### src/rtl/loop_nest_sequencer.sv
// Two-level (outer j, inner i) index sequencer with valid/ready output and start/abort/done control.
// Bounds are latched at start; every output comes straight from a flop.
module loop_nest_sequencer #(
    parameter int unsigned W = 10
) (
    input  logic         clk,
    input  logic         reset,
    input  logic         start,
    input  logic         abort,
    input  logic [W-1:0] cfg_imax,
    input  logic [W-1:0] cfg_jmax,
    input  logic         out_ready,
    output logic [W-1:0] idx_i,
    output logic [W-1:0] idx_j,
    output logic         out_valid,
    output logic         out_last,
    output logic         busy,
    output logic         done
);

    typedef enum logic [1:0] {StIdle, StRun, StDone} state_e;

    localparam logic [W-1:0] One = W'(1);

    state_e       state_q, state_d;
    logic [W-1:0] idx_i_q, idx_i_d;
    logic [W-1:0] idx_j_q, idx_j_d;
    logic [W-1:0] imax_q, imax_d;
    logic [W-1:0] jmax_q, jmax_d;
    logic         out_valid_q, out_valid_d;
    logic         out_last_q, out_last_d;
    logic         busy_q, busy_d;
    logic         done_q, done_d;

    logic [W-1:0] idx_i_inc;
    logic [W-1:0] idx_j_inc;
    logic         i_at_max;
    logic         j_at_max;

    // Wrap is decided by comparing against the bound, so the increment never carries out.
    assign idx_i_inc = idx_i_q + One;
    assign idx_j_inc = idx_j_q + One;
    assign i_at_max  = (idx_i_q == imax_q);
    assign j_at_max  = (idx_j_q == jmax_q);

    always_comb begin
        state_d     = state_q;
        idx_i_d     = idx_i_q;
        idx_j_d     = idx_j_q;
        imax_d      = imax_q;
        jmax_d      = jmax_q;
        out_valid_d = out_valid_q;
        out_last_d  = out_last_q;
        busy_d      = busy_q;
        done_d      = 1'b0;

        unique case (state_q)
            StIdle: begin
                out_valid_d = 1'b0;
                out_last_d  = 1'b0;
                busy_d      = 1'b0;
                if (start) begin
                    state_d     = StRun;
                    imax_d      = cfg_imax;
                    jmax_d      = cfg_jmax;
                    idx_i_d     = '0;
                    idx_j_d     = '0;
                    out_valid_d = 1'b1;
                    out_last_d  = (cfg_imax == '0) && (cfg_jmax == '0);
                    busy_d      = 1'b1;
                end
            end
            StRun: begin
                if (abort) begin
                    state_d     = StIdle;
                    idx_i_d     = '0;
                    idx_j_d     = '0;
                    out_valid_d = 1'b0;
                    out_last_d  = 1'b0;
                    busy_d      = 1'b0;
                end else if (out_valid_q && out_ready) begin
                    if (!i_at_max) begin
                        idx_i_d    = idx_i_inc;
                        out_last_d = (idx_i_inc == imax_q) && j_at_max;
                    end else if (!j_at_max) begin
                        idx_i_d    = '0;
                        idx_j_d    = idx_j_inc;
                        out_last_d = (imax_q == '0) && (idx_j_inc == jmax_q);
                    end else begin
                        state_d     = StDone;
                        out_valid_d = 1'b0;
                        out_last_d  = 1'b0;
                        done_d      = 1'b1;
                    end
                end
            end
            StDone: begin
                state_d     = StIdle;
                idx_i_d     = '0;
                idx_j_d     = '0;
                out_valid_d = 1'b0;
                out_last_d  = 1'b0;
                busy_d      = 1'b0;
            end
            default: begin
                state_d     = StIdle;
                out_valid_d = 1'b0;
                out_last_d  = 1'b0;
                busy_d      = 1'b0;
            end
        endcase
    end

    always_ff @(posedge clk) begin
        if (reset) begin
            state_q     <= StIdle;
            idx_i_q     <= '0;
            idx_j_q     <= '0;
            imax_q      <= '0;
            jmax_q      <= '0;
            out_valid_q <= 1'b0;
            out_last_q  <= 1'b0;
            busy_q      <= 1'b0;
            done_q      <= 1'b0;
        end else begin
            state_q     <= state_d;
            idx_i_q     <= idx_i_d;
            idx_j_q     <= idx_j_d;
            imax_q      <= imax_d;
            jmax_q      <= jmax_d;
            out_valid_q <= out_valid_d;
            out_last_q  <= out_last_d;
            busy_q      <= busy_d;
            done_q      <= done_d;
        end
    end

    assign idx_i     = idx_i_q;
    assign idx_j     = idx_j_q;
    assign out_valid = out_valid_q;
    assign out_last  = out_last_q;
    assign busy      = busy_q;
    assign done      = done_q;

endmodule

### config.mk
export PLATFORM = sky130hd
export DESIGN_NAME = loop_nest_sequencer
export DESIGN_NICKNAME = d
export VERILOG_FILES = /design/src/rtl/loop_nest_sequencer.sv
export SDC_FILE = /design/constraint.sdc
export NUM_CORES = 1
export LEC_CHECK = 0
export BUFFER_PORTS_ARGS = -buffer_cell sky130_fd_sc_hd__buf_2
export CAP_MARGIN = 20
export CORE_MARGIN = 2
export CORE_UTILIZATION = 55
export DETAILED_ROUTE_END_ITERATION = 8
export PLACE_DENSITY = 0.8
export SLEW_MARGIN = 20
export SYNTH_ARGS = -nofsm -noshare
export SYNTH_HDL_FRONTEND = slang
export SYNTH_SLANG_ARGS = --single-unit
### constraint.sdc
create_clock -name clk -period 3.3 [get_ports clk]
set_input_delay 0.165 -clock clk [delete_from_list [all_inputs] [get_ports clk]]
set_output_delay 0.165 -clock clk [all_outputs]
set_load 0.03 [all_outputs]
==> insert_results.sql <==
INSERT INTO impl_metrics (metric_group, metric, value, unit) VALUES
('clocking', 'cts-buffers-inserted', '5', ''),
('run_status', 'outcome', 'finished clean', ''),
('synth', 'netlist_instances', '351', ''),
('hold_path', 'hold-path-endpoint', 'imax_q[5]', ''),
('global_route', 'globalRouteMet1Util', '32.5', '%'),
('global_route', 'grt_most_used_layer', 'met2', ''),
('layout', 'fill_cells', '411', ''),
('flow_run', 'drv_cap', '0', ''),
('clocking', 'clk_transition_reported_paths', '90', 'ps'),
('critical_path', 'timing.critical_path.fanout_max', '9', ''),
('hold_path', 'hold_depth', '3', ''),
('critical_path', 'path_delay_family', 'simple AND/OR/NAND/NOR gates', ''),
('synth', 'synth_top_flop_cell', 'sky130_fd_sc_hd__dfxtp_1', ''),
('floorplan', 'pin_count', '49', ''),
('sta', 'period_needed', '2770', 'ps'),
('route', 'detail_route.wirelength', '6840', 'um'),
('sta', 'slew_headroom', '44.5', '%'),
('power_and_ir_drop', 'total_leakage_power', '1.17', 'nW'),
('sta', 'max_freq', '0.361', 'GHz'),
('clocking', 'post_cts_resize_count', '0', ''),
('placement', 'place_area', '0.00294', 'sq mm'),
('synth', 'synthTopCellsByCount', 'sky130_fd_sc_hd__nand2_1 (59), sky130_fd_sc_hd__dfxtp_1 (46), sky130_fd_sc_hd__a21oi_1 (40), sky130_fd_sc_hd__nor2_1 (26), sky130_fd_sc_hd__xnor2_1 (23)', ''),
('clocking', 'cts.repair_timing.setup_buffer_count', '0', ''),
('floorplan', 'fp-row-count', '25', ''),
('critical_path', 'critical_path_buf_inv_count', '0', ''),
('route', 'num_vias', '2646', ''),
('route', 'drt-vias-per-instance', '5.79', ''),
('layout', 'final_layout_size_suffix_gt1_share', '16.9', '%'),
('global_route', 'pin_count_of_the_biggest_net_entering_global_routing', '37', ''),
('sta', 'tightestPinTransition', '825', 'ps'),
('critical_path', 'r2r_cells', '6', ''),
('sta', 'maxSlewViolCount', '0', ''),
('critical_path', 'crit_slowest_cell', 'sky130_fd_sc_hd__or4_1', ''),
('sta', 'final.setup.worst_slack', '532', 'ps'),
('sta', 'setup_violations', '0', ''),
('floorplan', 'floorplan.die.width', '73.9', 'um'),
('critical_path', 'critPathKind', 'register to register', ''),
('floorplan', 'die_height', '73.9', 'um'),
('synth', 'yosys.area.top_type', 'sky130_fd_sc_hd__dfxtp_1', ''),
('route', 'first_iter_violations', '150', ''),
('route', 'drc', '0', ''),
('synth', 'netlist.area_leader.share', '34.3', '%'),
('critical_path', 'worst-endpoint-required', '3530', 'ps'),
('route', 'pre_repair_dr_iteration_count', '4', ''),
('floorplan', 'die_area', '0.00546', 'sq mm'),
('sta', 'worst_clock_skew', '9.20', 'ps'),
('layout', 'finish.instance_area', '0.00306', 'sq mm'),
('synth', 'synthMostInstantiatedCell', 'sky130_fd_sc_hd__nand2_1', ''),
('clocking', 'hold_buffers', '0', ''),
('critical_path', 'ff2ff_setup_slack', '530', 'ps'),
('critical_path', 'arrival', '3000', 'ps'),
('synth', 'synth_area_per_cell', '7.65', 'sq um'),
('global_route', 'globalRouteMet2Util', '47.1', '%'),
('placement', 'finalWeightedCongestion', '0.932', ''),
('synth', 'synth_seq_cells', '46', ''),
('global_route', 'number_of_global_route_vias_before_repair', '2459', ''),
('layout', 'areaGrowthSynthToFinish', '13.9', '%'),
('clocking', 'cell_chosen_for_the_clock_root', 'sky130_fd_sc_hd__clkbuf_8', ''),
('synth', 'synth.lib_cells_used.distinct', '51', ''),
('floorplan', 'initial_utilization', '56.9', '%'),
('route', 'drt.antenna.violating_nets', '0', ''),
('power_and_ir_drop', 'power.total', '1.21', 'mW'),
('critical_path', 'endpoint_kind', 'register', ''),
('clocking', 'ctsLongestPathBuffers', '2', ''),
('synth', 'netlist_top_cells_area', 'sky130_fd_sc_hd__dfxtp_1 (34%), sky130_fd_sc_hd__nand2_1 (8.2%), sky130_fd_sc_hd__xnor2_1 (7.5%), sky130_fd_sc_hd__a21oi_1 (7.5%), sky130_fd_sc_hd__xor2_1 (5.5%)', ''),
('layout', 'fin_nets', '416', ''),
('sta', 'rsz0062_at_grt', 'no', ''),
('global_route', 'grt_usage', '26.4', '%'),
('placement', 'dp.final_hpwl', '5110', 'um'),
('synth', 'combined_area_of_all_synthesized_cells', '0.00269', 'sq mm'),
('critical_path', 'path_common_cell', 'sky130_fd_sc_hd__or4_1', '');
[worst reg2reg max path, delay by kind of cell, from the launching register on]
kind / cells / cell delay, ps
AO/OA/AOI/OAI: 1 / 70
AND/OR/NAND/NOR: 4 / 1880
XOR/XNOR: 1 / 180
flip-flops: 1 / 580
[final cells by class]
| cell class | instances | share of cell area (%) |
|---|---|---|
| Multi-Input combinational cell | 278 | 54.0 |
| Inverter | 6 | 0.736 |
| Tap cell | 67 | 2.74 |
| Sequential cell | 46 | 30.1 |
| Timing Repair Buffer | 52 | 8.83 |
| Clock buffer | 6 | 2.37 |
| Clock inverter | 2 | 1.23 |
[metrics by stage]
| step | util, % | std cells |
|---|---|---|
| global route | 64.8 | 457 |
| detailed placement | 62.3 | 448 |
| global placement | 62.3 | 448 |
| finish | 64.8 | 457 |
| floorplan | - | 351 |
| CTS | 64.6 | 456 |
[metal layers]
layer	vias up	part of all wire (%)
met5	-	0
met4	0	2.3
li1	1313	-
met1	1246	44
met3	13	3.6
met2	74	50
[worst max-delay path by stage]
stage / from / end / slack [ps] / cells past startpoint
floorplan: idx_i[7] / idx_j[5] / 610 / 9
global placement: idx_i[3] / idx_j[5] / 680 / 6
detailed placement: idx_i[3] / idx_j[5] / 570 / 6
CTS: idx_i[3] / idx_j[5] / 560 / 6
global route: idx_i[3] / idx_j[5] / 390 / 6
finish: idx_i[3] / idx_j[5] / 530 / 6
[cells in the final DEF, fill, tap and decap left out, types with 3 or more instances in the layout]
| cell type | n |
|---|---|
| sky130_fd_sc_hd__clkbuf_8 | 5 |
| sky130_fd_sc_hd__nor2_1 | 26 |
| sky130_fd_sc_hd__o31ai_1 | 3 |
| sky130_fd_sc_hd__dfxtp_1 | 46 |
| sky130_fd_sc_hd__or3_1 | 6 |
| sky130_fd_sc_hd__nand3_1 | 10 |
| sky130_fd_sc_hd__xnor2_1 | 23 |
| sky130_fd_sc_hd__nor3_1 | 11 |
| sky130_fd_sc_hd__nand2_1 | 59 |
| sky130_fd_sc_hd__inv_1 | 5 |
| sky130_fd_sc_hd__nand4_1 | 10 |
| sky130_fd_sc_hd__nand3b_1 | 3 |
| sky130_fd_sc_hd__buf_4 | 4 |
| sky130_fd_sc_hd__o21ai_0 | 9 |
| sky130_fd_sc_hd__xor2_1 | 17 |
| sky130_fd_sc_hd__nor4_1 | 10 |
| sky130_fd_sc_hd__buf_2 | 48 |
| sky130_fd_sc_hd__o21ai_1 | 10 |
| sky130_fd_sc_hd__a21oi_1 | 40 |
| sky130_fd_sc_hd__nor2b_1 | 3 |
[cell families (layout without fill, tap and decap cells)]
group,Yosys count,after routing,synth area share [%]
xor gates and xnor gates,42,42,14.7
DFF,46,46,34.3
and+or+nand+nor,152,152,27.7
adders and majority gates,2,2,0.931
muxes,2,2,0.745
AOI/OAI and AO/OA,80,80,17.5
buffers and inverters,27,66,4.19
[report_power, final]
group	switching, mW	internal, mW	total, mW
registers	0.0250	0.574	0.599
logic	0.115	0.0708	0.186
clock network	0.197	0.226	0.423
[state kept, by name, summed over array words and instances, names as in the netlist]
register / cells
done: 1
busy: 1
idx_j: 10
jmax_q: 10
out_last: 1
idx_i: 10
state_q: 2
out_valid: 1
imax_q: 10
Note: power is estimated with default switching activity, not from simulation.
